### src/rtl/team_03_keypad_scan.sv
// ---------------------------------------------------------------------------
// team_03_keypad_scan
//
// Scans a 4x4 matrix keypad and delivers debounced key-press events.
// Rows are driven low one at a time. The column pins are synchronized and
// then sampled at the end of each row's dwell time. Whole-matrix snapshots
// are debounced. A key code is presented on a valid/ready handshake.
//
// Ports:
//   clk        system clock (single domain)
//   nrst       synchronous active-low reset
//   en         chip enable; low forces the block idle and clears all state
//   col_in     keypad columns (async, pulled up, low = pressed on driven row)
//   row_out    keypad rows, active-low, one row low while scanning
//   row_oeb    row output enables, active-low (0 scanning, F idle)
//   key_code   pressed key = row*4 + col
//   key_valid  key_code holds an undelivered event
//   key_ready  consumer accepts the event
//   key_lost   one-cycle pulse: event dropped because the holding reg was full
// ---------------------------------------------------------------------------
module team_03_keypad_scan #(
    parameter int SCAN_DIV       = 1000,
    parameter int DEBOUNCE_SCANS = 4
) (
    input  logic       clk,
    input  logic       nrst,
    input  logic       en,
    input  logic [3:0] col_in,
    output logic [3:0] row_out,
    output logic [3:0] row_oeb,
    output logic [3:0] key_code,
    output logic       key_valid,
    input  logic       key_ready,
    output logic       key_lost
);

    localparam int              DW         = (SCAN_DIV > 1) ? $clog2(SCAN_DIV) : 1;
    localparam logic [DW-1:0]   DWELL_LAST = DW'(SCAN_DIV - 1);
    localparam int              CW         = $clog2(DEBOUNCE_SCANS + 1);
    localparam logic [CW-1:0]   CNT_MAX    = CW'(DEBOUNCE_SCANS);

    // Synchronizer
    logic [3:0]    sync1_q, sync1_d;
    logic [3:0]    sync2_q, sync2_d;

    // Scan sequencing
    logic          active_q, active_d;
    logic [1:0]    row_q, row_d;
    logic [DW-1:0] dwell_q, dwell_d;
    logic [3:0]    row_out_q, row_out_d;
    logic [3:0]    row_oeb_q, row_oeb_d;

    // Snapshot and debounce
    logic [11:0]   snap_q, snap_d;        // rows 0..2; row 3 arrives with the completing sample
    logic [15:0]   prev_q, prev_d;
    logic [CW-1:0] cnt_q, cnt_d;
    logic [15:0]   stable_q, stable_d;

    // Holding register
    logic [3:0]    key_code_q, key_code_d;
    logic          key_valid_q, key_valid_d;
    logic          key_lost_q, key_lost_d;

    // Combinational helpers
    logic          sample;
    logic          scan_done;
    logic [3:0]    col_pressed;
    logic [15:0]   full_snap;
    logic          key_event;
    logic [3:0]    key_idx;

    // NOTE: every always_comb output gets a default first; a path that
    // leaves one unassigned would infer a latch.
    always_comb begin
        sync1_d     = col_in;
        sync2_d     = sync1_q;
        active_d    = 1'b1;
        row_d       = row_q;
        dwell_d     = dwell_q;
        snap_d      = snap_q;
        prev_d      = prev_q;
        cnt_d       = cnt_q;
        stable_d    = stable_q;
        key_code_d  = key_code_q;
        key_valid_d = key_valid_q;
        key_lost_d  = 1'b0;
        key_event   = 1'b0;
        key_idx     = 4'h0;

        col_pressed = ~sync2_q;
        sample      = active_q && (dwell_q == DWELL_LAST);
        scan_done   = sample && (row_q == 2'd3);
        full_snap   = {col_pressed, snap_q};

        // The first enabled cycle only registers the row-0 drive; the dwell
        // count starts on the following cycle so row 0 gets a full SCAN_DIV.
        if (active_q) begin
            if (sample) begin
                dwell_d = '0;
                row_d   = row_q + 2'd1;
            end else begin
                dwell_d = dwell_q + 1'b1;
            end
        end

        row_out_d = ~(4'b0001 << row_d);
        row_oeb_d = 4'h0;

        if (sample) begin
            case (row_q)
                2'd0:    snap_d[3:0]  = col_pressed;
                2'd1:    snap_d[7:4]  = col_pressed;
                2'd2:    snap_d[11:8] = col_pressed;
                default: snap_d       = snap_q;
            endcase
        end

        if (scan_done) begin
            prev_d = full_snap;
            // A zero count means no previous snapshot since reset/enable.
            if (cnt_q == '0 || full_snap != prev_q) begin
                cnt_d = CW'(1);
            end else if (cnt_q != CNT_MAX) begin
                cnt_d = cnt_q + 1'b1;
            end
            if (cnt_d == CNT_MAX) begin
                stable_d = full_snap;
            end
            // Only a 0 -> one-hot transition is a press; multi-key states,
            // releases and multi -> single changes are ignored.
            key_event = (stable_q == 16'h0) && $onehot(stable_d);
        end

        for (int i = 0; i < 16; i++) begin
            if (stable_d[i]) begin
                key_idx = 4'(i);
            end
        end

        if (key_event) begin
            if (!key_valid_q || key_ready) begin
                key_valid_d = 1'b1;
                key_code_d  = key_idx;
            end else begin
                key_lost_d  = 1'b1;
            end
        end else if (key_valid_q && key_ready) begin
            key_valid_d = 1'b0;
        end
    end

    // NOTE: reset and enable are sampled on the clock edge (synchronous);
    // en low behaves exactly like reset for every flop in the block.
    always_ff @(posedge clk) begin
        if (!nrst || !en) begin
            sync1_q     <= 4'hF;   // released-pin level
            sync2_q     <= 4'hF;
            active_q    <= 1'b0;
            row_q       <= 2'd0;
            dwell_q     <= '0;
            row_out_q   <= 4'hF;
            row_oeb_q   <= 4'hF;
            snap_q      <= '0;
            prev_q      <= '0;
            cnt_q       <= '0;
            stable_q    <= '0;
            key_code_q  <= 4'h0;
            key_valid_q <= 1'b0;
            key_lost_q  <= 1'b0;
        end else begin
            sync1_q     <= sync1_d;
            sync2_q     <= sync2_d;
            active_q    <= active_d;
            row_q       <= row_d;
            dwell_q     <= dwell_d;
            row_out_q   <= row_out_d;
            row_oeb_q   <= row_oeb_d;
            snap_q      <= snap_d;
            prev_q      <= prev_d;
            cnt_q       <= cnt_d;
            stable_q    <= stable_d;
            key_code_q  <= key_code_d;
            key_valid_q <= key_valid_d;
            key_lost_q  <= key_lost_d;
        end
    end

    assign row_out   = row_out_q;
    assign row_oeb   = row_oeb_q;
    assign key_code  = key_code_q;
    assign key_valid = key_valid_q;
    assign key_lost  = key_lost_q;

endmodule

### config.mk
export PLATFORM = sky130hd
export DESIGN_NAME = team_03_keypad_scan
export DESIGN_NICKNAME = d
export VERILOG_FILES = /design/src/rtl/team_03_keypad_scan.sv
export SDC_FILE = /design/constraint.sdc
export NUM_CORES = 1
export LEC_CHECK = 0
export BUFFER_PORTS_ARGS = -buffer_cell sky130_fd_sc_hd__buf_2
export CAP_MARGIN = 20
export CORE_MARGIN = 2
export CORE_UTILIZATION = 48
export CTS_BUF_LIST = sky130_fd_sc_hd__clkbuf_16
export DETAILED_ROUTE_END_ITERATION = 10
export GPL_TIMING_DRIVEN = 0
export PLACE_DENSITY = 0.67
export SYNTH_ARGS = -nofsm -noshare
export SYNTH_HDL_FRONTEND = slang
export SYNTH_SLANG_ARGS = --single-unit
### constraint.sdc
create_clock -name clk -period 8.2 [get_ports clk]
set_clock_uncertainty 0.05 [all_clocks]
set_input_delay 1.64 -clock clk [delete_from_list [all_inputs] [get_ports clk]]
set_output_delay 1.64 -clock clk [all_outputs]
set_load 0.01 [all_outputs]
==> metrics.log <==
INFO  metric status = complete, no violations
INFO  metric worstPathRequired = 8.36 ns
INFO  metric post-route-period-util = 0.8520
INFO  metric floorplan.initialDensity = 0.4905
INFO  metric nets = 528
INFO  metric slew_headroom = 0.5641
INFO  metric drt-total-wl = 9386 µm
INFO  metric tritoncts.num_buffers = 9
INFO  metric synthAdderAreaFrac = 0.08736
INFO  metric flip_flop_and_latch_count_after_synthesis = 79
INFO  metric place_congestion = 0.9025
INFO  metric final-setup-viol-count = 0
INFO  metric ys_seq_area_frac = 0.3944
INFO  metric drtPass1Iterations = 5
INFO  metric die_h = 95.40 µm
INFO  metric synth.avg_cell_area = 8.605 µm²
INFO  metric gr-total-overflow = 0
INFO  metric via_count_of_the_routed_design = 3285
INFO  metric cts.htree.levels = 3
INFO  metric placementRows = 33
INFO  metric final_hold_viol_count = 0
INFO  metric crit_type = flip-flop to flip-flop
INFO  metric clk_transition_reported_paths = 0.06 ns
INFO  metric postSynth.topFlopCell = sky130_fd_sc_hd__dfxtp_1
INFO  metric post-route-min-period = 6.986 ns
INFO  metric antenna_nets_post_route = 0
INFO  metric cts_tree = done
INFO  metric synth_mux_area_frac = 0.06864
INFO  metric dieArea = 0.009101 mm²
INFO  metric n_antenna_cell = 0
INFO  metric worst_slew_pin_slew = 0.6538 ns
INFO  metric min_from = sync1_q[3]
INFO  metric final_cell_mix = 79 x sky130_fd_sc_hd__dfxtp_1, 70 x sky130_fd_sc_hd__nor2_1, 52 x sky130_fd_sc_hd__nand2_1
INFO  metric async_flop_share = 0
INFO  metric first_global_vias = 3129
INFO  metric ys_top_cells_by_area = sky130_fd_sc_hd__dfxtp_1 39%, sky130_fd_sc_hd__nor2_1 6.6%, sky130_fd_sc_hd__mux2i_1 5.7%, sky130_fd_sc_hd__fa_1 5.0%, sky130_fd_sc_hd__nand2_1 4.9%
INFO  metric cp-start-kind = flip-flop
INFO  metric synth_edf_count = 0
INFO  metric yosysTopAreaCellShare = 0.3944
INFO  metric slew_violations = 0
INFO  metric drc_errors = 0
INFO  metric worst_ep_arrival_time = 7.14 ns
INFO  metric rsz_0062_raised_after_global_routing = false
INFO  metric yosysUniqueCellTypes = 49
INFO  metric cts.sinks = 79
INFO  metric yosys.area_share.simple = 0.2300
INFO  metric detailedRoute.firstIterationViolations = 212
INFO  metric final_cell_area = 0.004574 mm²
INFO  metric wire_length_of_the_first_global_routing_pass = 15810 µm
INFO  metric layout_commonest_cell = sky130_fd_sc_hd__dfxtp_1
INFO  metric viasPerCell = 5.403
INFO  metric die_x = 95.40 µm
INFO  metric fin_total_pwr = 847.0 µW
INFO  metric grt_util_all_layers = 0.2294
INFO  metric setup_tns_final = 0 ns
INFO  metric floorplan.io_pins = 22
INFO  metric worst_setup_path_end_kind = flip-flop
INFO  metric p_r_area_growth_vs_syn = 14.07%
INFO  metric yosys.area_share.xor_xnor = 0.05679
INFO  metric synth_compound_area_frac = 0.1042
INFO  metric cts_resized = 0
INFO  metric critical_path_peak_fanout = 10
INFO  metric type_of_the_tightest_min_delay_check = flip-flop to flip-flop
INFO  metric pre_cts_ws = 1.297 ns
INFO  metric drive_above_1_share = 0.1312
INFO  metric clk_root_buffer_cell = sky130_fd_sc_hd__clkbuf_16
INFO  metric buffers_added_on_ports = 21
INFO  metric r2r_start = snap_q[8]
INFO  metric pwr_dens = 185.2 mW/mm²
INFO  metric dp_hpwl = 6740 µm
INFO  metric synth_top_cell_by_area = sky130_fd_sc_hd__dfxtp_1
INFO  metric clock_tree.buffer_depth = 2
INFO  metric design.core.area = 0.008175 mm²
INFO  metric largest_net_degree_at_the_start_of_global_routing = 16
INFO  metric hold-worst-slack = 0.3587 ns
INFO  metric post_dp_cell_area = 0.004247 mm²
INFO  metric mappedNetlistArea = 0.004010 mm²
INFO  metric postCtsSetupBuffers = 0
INFO  metric minimum_setup_slack_in_the_final_design = 1.214 ns
INFO  metric syn_nets = 496
INFO  metric largest_family_of_logic_cells_by_synthesized_area = simple AND/OR/NAND/NOR gates
INFO  metric postSynthCellCount = 466
INFO  metric max-vdd-ir-drop = 103.0 µV
INFO  metric power.static_leakage = 1.911 nW
INFO  metric cts_hold_buf = 0
INFO  metric ys.warnings.count = 0
INFO  metric crit_start = snap_q[8]
INFO  metric wl_per_cell = 15.44 µm
INFO  metric timing.max_cap.violations = 0
INFO  metric clock_latency = 0.34 ns
INFO  metric fmaxAchievable = 0.1431 GHz
INFO  metric grt_antenna_before_repair = 0
logic make-up (layout without fill, tap and decap cells):
logic type / Yosys count / after routing
AOI/OAI and AO/OA: 69 / 69
xor gates and xnor gates: 26 / 26
adders and majority gates: 22 / 22
buffers and inverters: 53 / 90
DFF: 79 / 79
muxes: 27 / 27
and+or+nand+nor: 190 / 190
critical path: stages (launching register included):
cell                       delay, ns
sky130_fd_sc_hd__dfxtp_1        0.30
sky130_fd_sc_hd__clkbuf_1       0.40
sky130_fd_sc_hd__xnor2_1        0.19
sky130_fd_sc_hd__nand3_1        0.10
sky130_fd_sc_hd__nor4_1         0.46
sky130_fd_sc_hd__nand3_1        0.38
sky130_fd_sc_hd__buf_1          0.40
sky130_fd_sc_hd__mux2i_1        0.32
sky130_fd_sc_hd__fa_1           0.45
sky130_fd_sc_hd__fa_1           0.54
sky130_fd_sc_hd__fa_1           0.43
sky130_fd_sc_hd__fa_1           0.52
sky130_fd_sc_hd__inv_1          0.05
sky130_fd_sc_hd__ha_1           0.20
sky130_fd_sc_hd__fa_1           0.47
sky130_fd_sc_hd__nor4_1         0.26
sky130_fd_sc_hd__nand4b_1       0.16
sky130_fd_sc_hd__or4b_4         0.55
sky130_fd_sc_hd__nand2b_4       0.16
sky130_fd_sc_hd__nor4_1         0.32
sky130_fd_sc_hd__a211oi_1       0.13
layout make-up:
cell class / instances / area (µm²)
Clock inverter: 7 / 102.6
Multi-Input combinational cell: 334 / 2193
Clock buffer: 9 / 225.2
Tap cell: 105 / 131.4
Sequential cell: 79 / 1582
Timing Repair Buffer: 21 / 105.1
Buffer: 31 / 152.6
Inverter: 22 / 82.58
Fill cell: 764 / 3601
final timing paths:
check	endpoint	slack [ns]	depth (start not counted)
hold / removal	sync2_q[3]	0.36	1
hold reg to reg	sync2_q[3]	0.36	1
setup / recovery	key_code[3]	1.21	20
setup reg to reg	key_code[3]	1.21	20
cell usage after synthesis (all sizes together), types with 13 or more instances:
cell type / instances
dfxtp: 79
mux2i: 23
clkbuf: 16
xnor2: 14
inv: 22
buf: 15
nand2: 52
o21ai: 13
a21oi: 37
nor2: 70
routing by layer:
metal,wire (µm),up-vias,GRT usage
met5,0,-,0
met1,4507,1536,0.3191
met2,4131,97,0.3533
li1,-,1633,-
met3,527,19,0.05217
met4,220,0,0.07619
through the flow:
step                      utilization  std cells
after floorplan                     -        466
after global placement         0.5194        592
after detailed placement       0.5194        592
after CTS                      0.5595        608
after global routing           0.5595        608
final                          0.5595        608
where the power goes:
part / internal [mW] / switching [mW] / leakage (nW)
registers: 0.386 / 0.00108 / 0.638
clock network: 0.271 / 0.172 / 0.162
logic: 0.00574 / 0.0113 / 1.11
total: 0.662 / 0.185 / 1.91
registers in the layout, summed over array words and instances (netlist names), 2 cells and up:
name / flops
cnt_q: 3
row_q: 2
sync2_q: 4
snap_q: 12
dwell_q: 10
stable_q: 16
prev_q: 16
row_out: 4
key_code: 4
sync1_q: 4
Note: power is estimated with default switching activity, not from simulation.
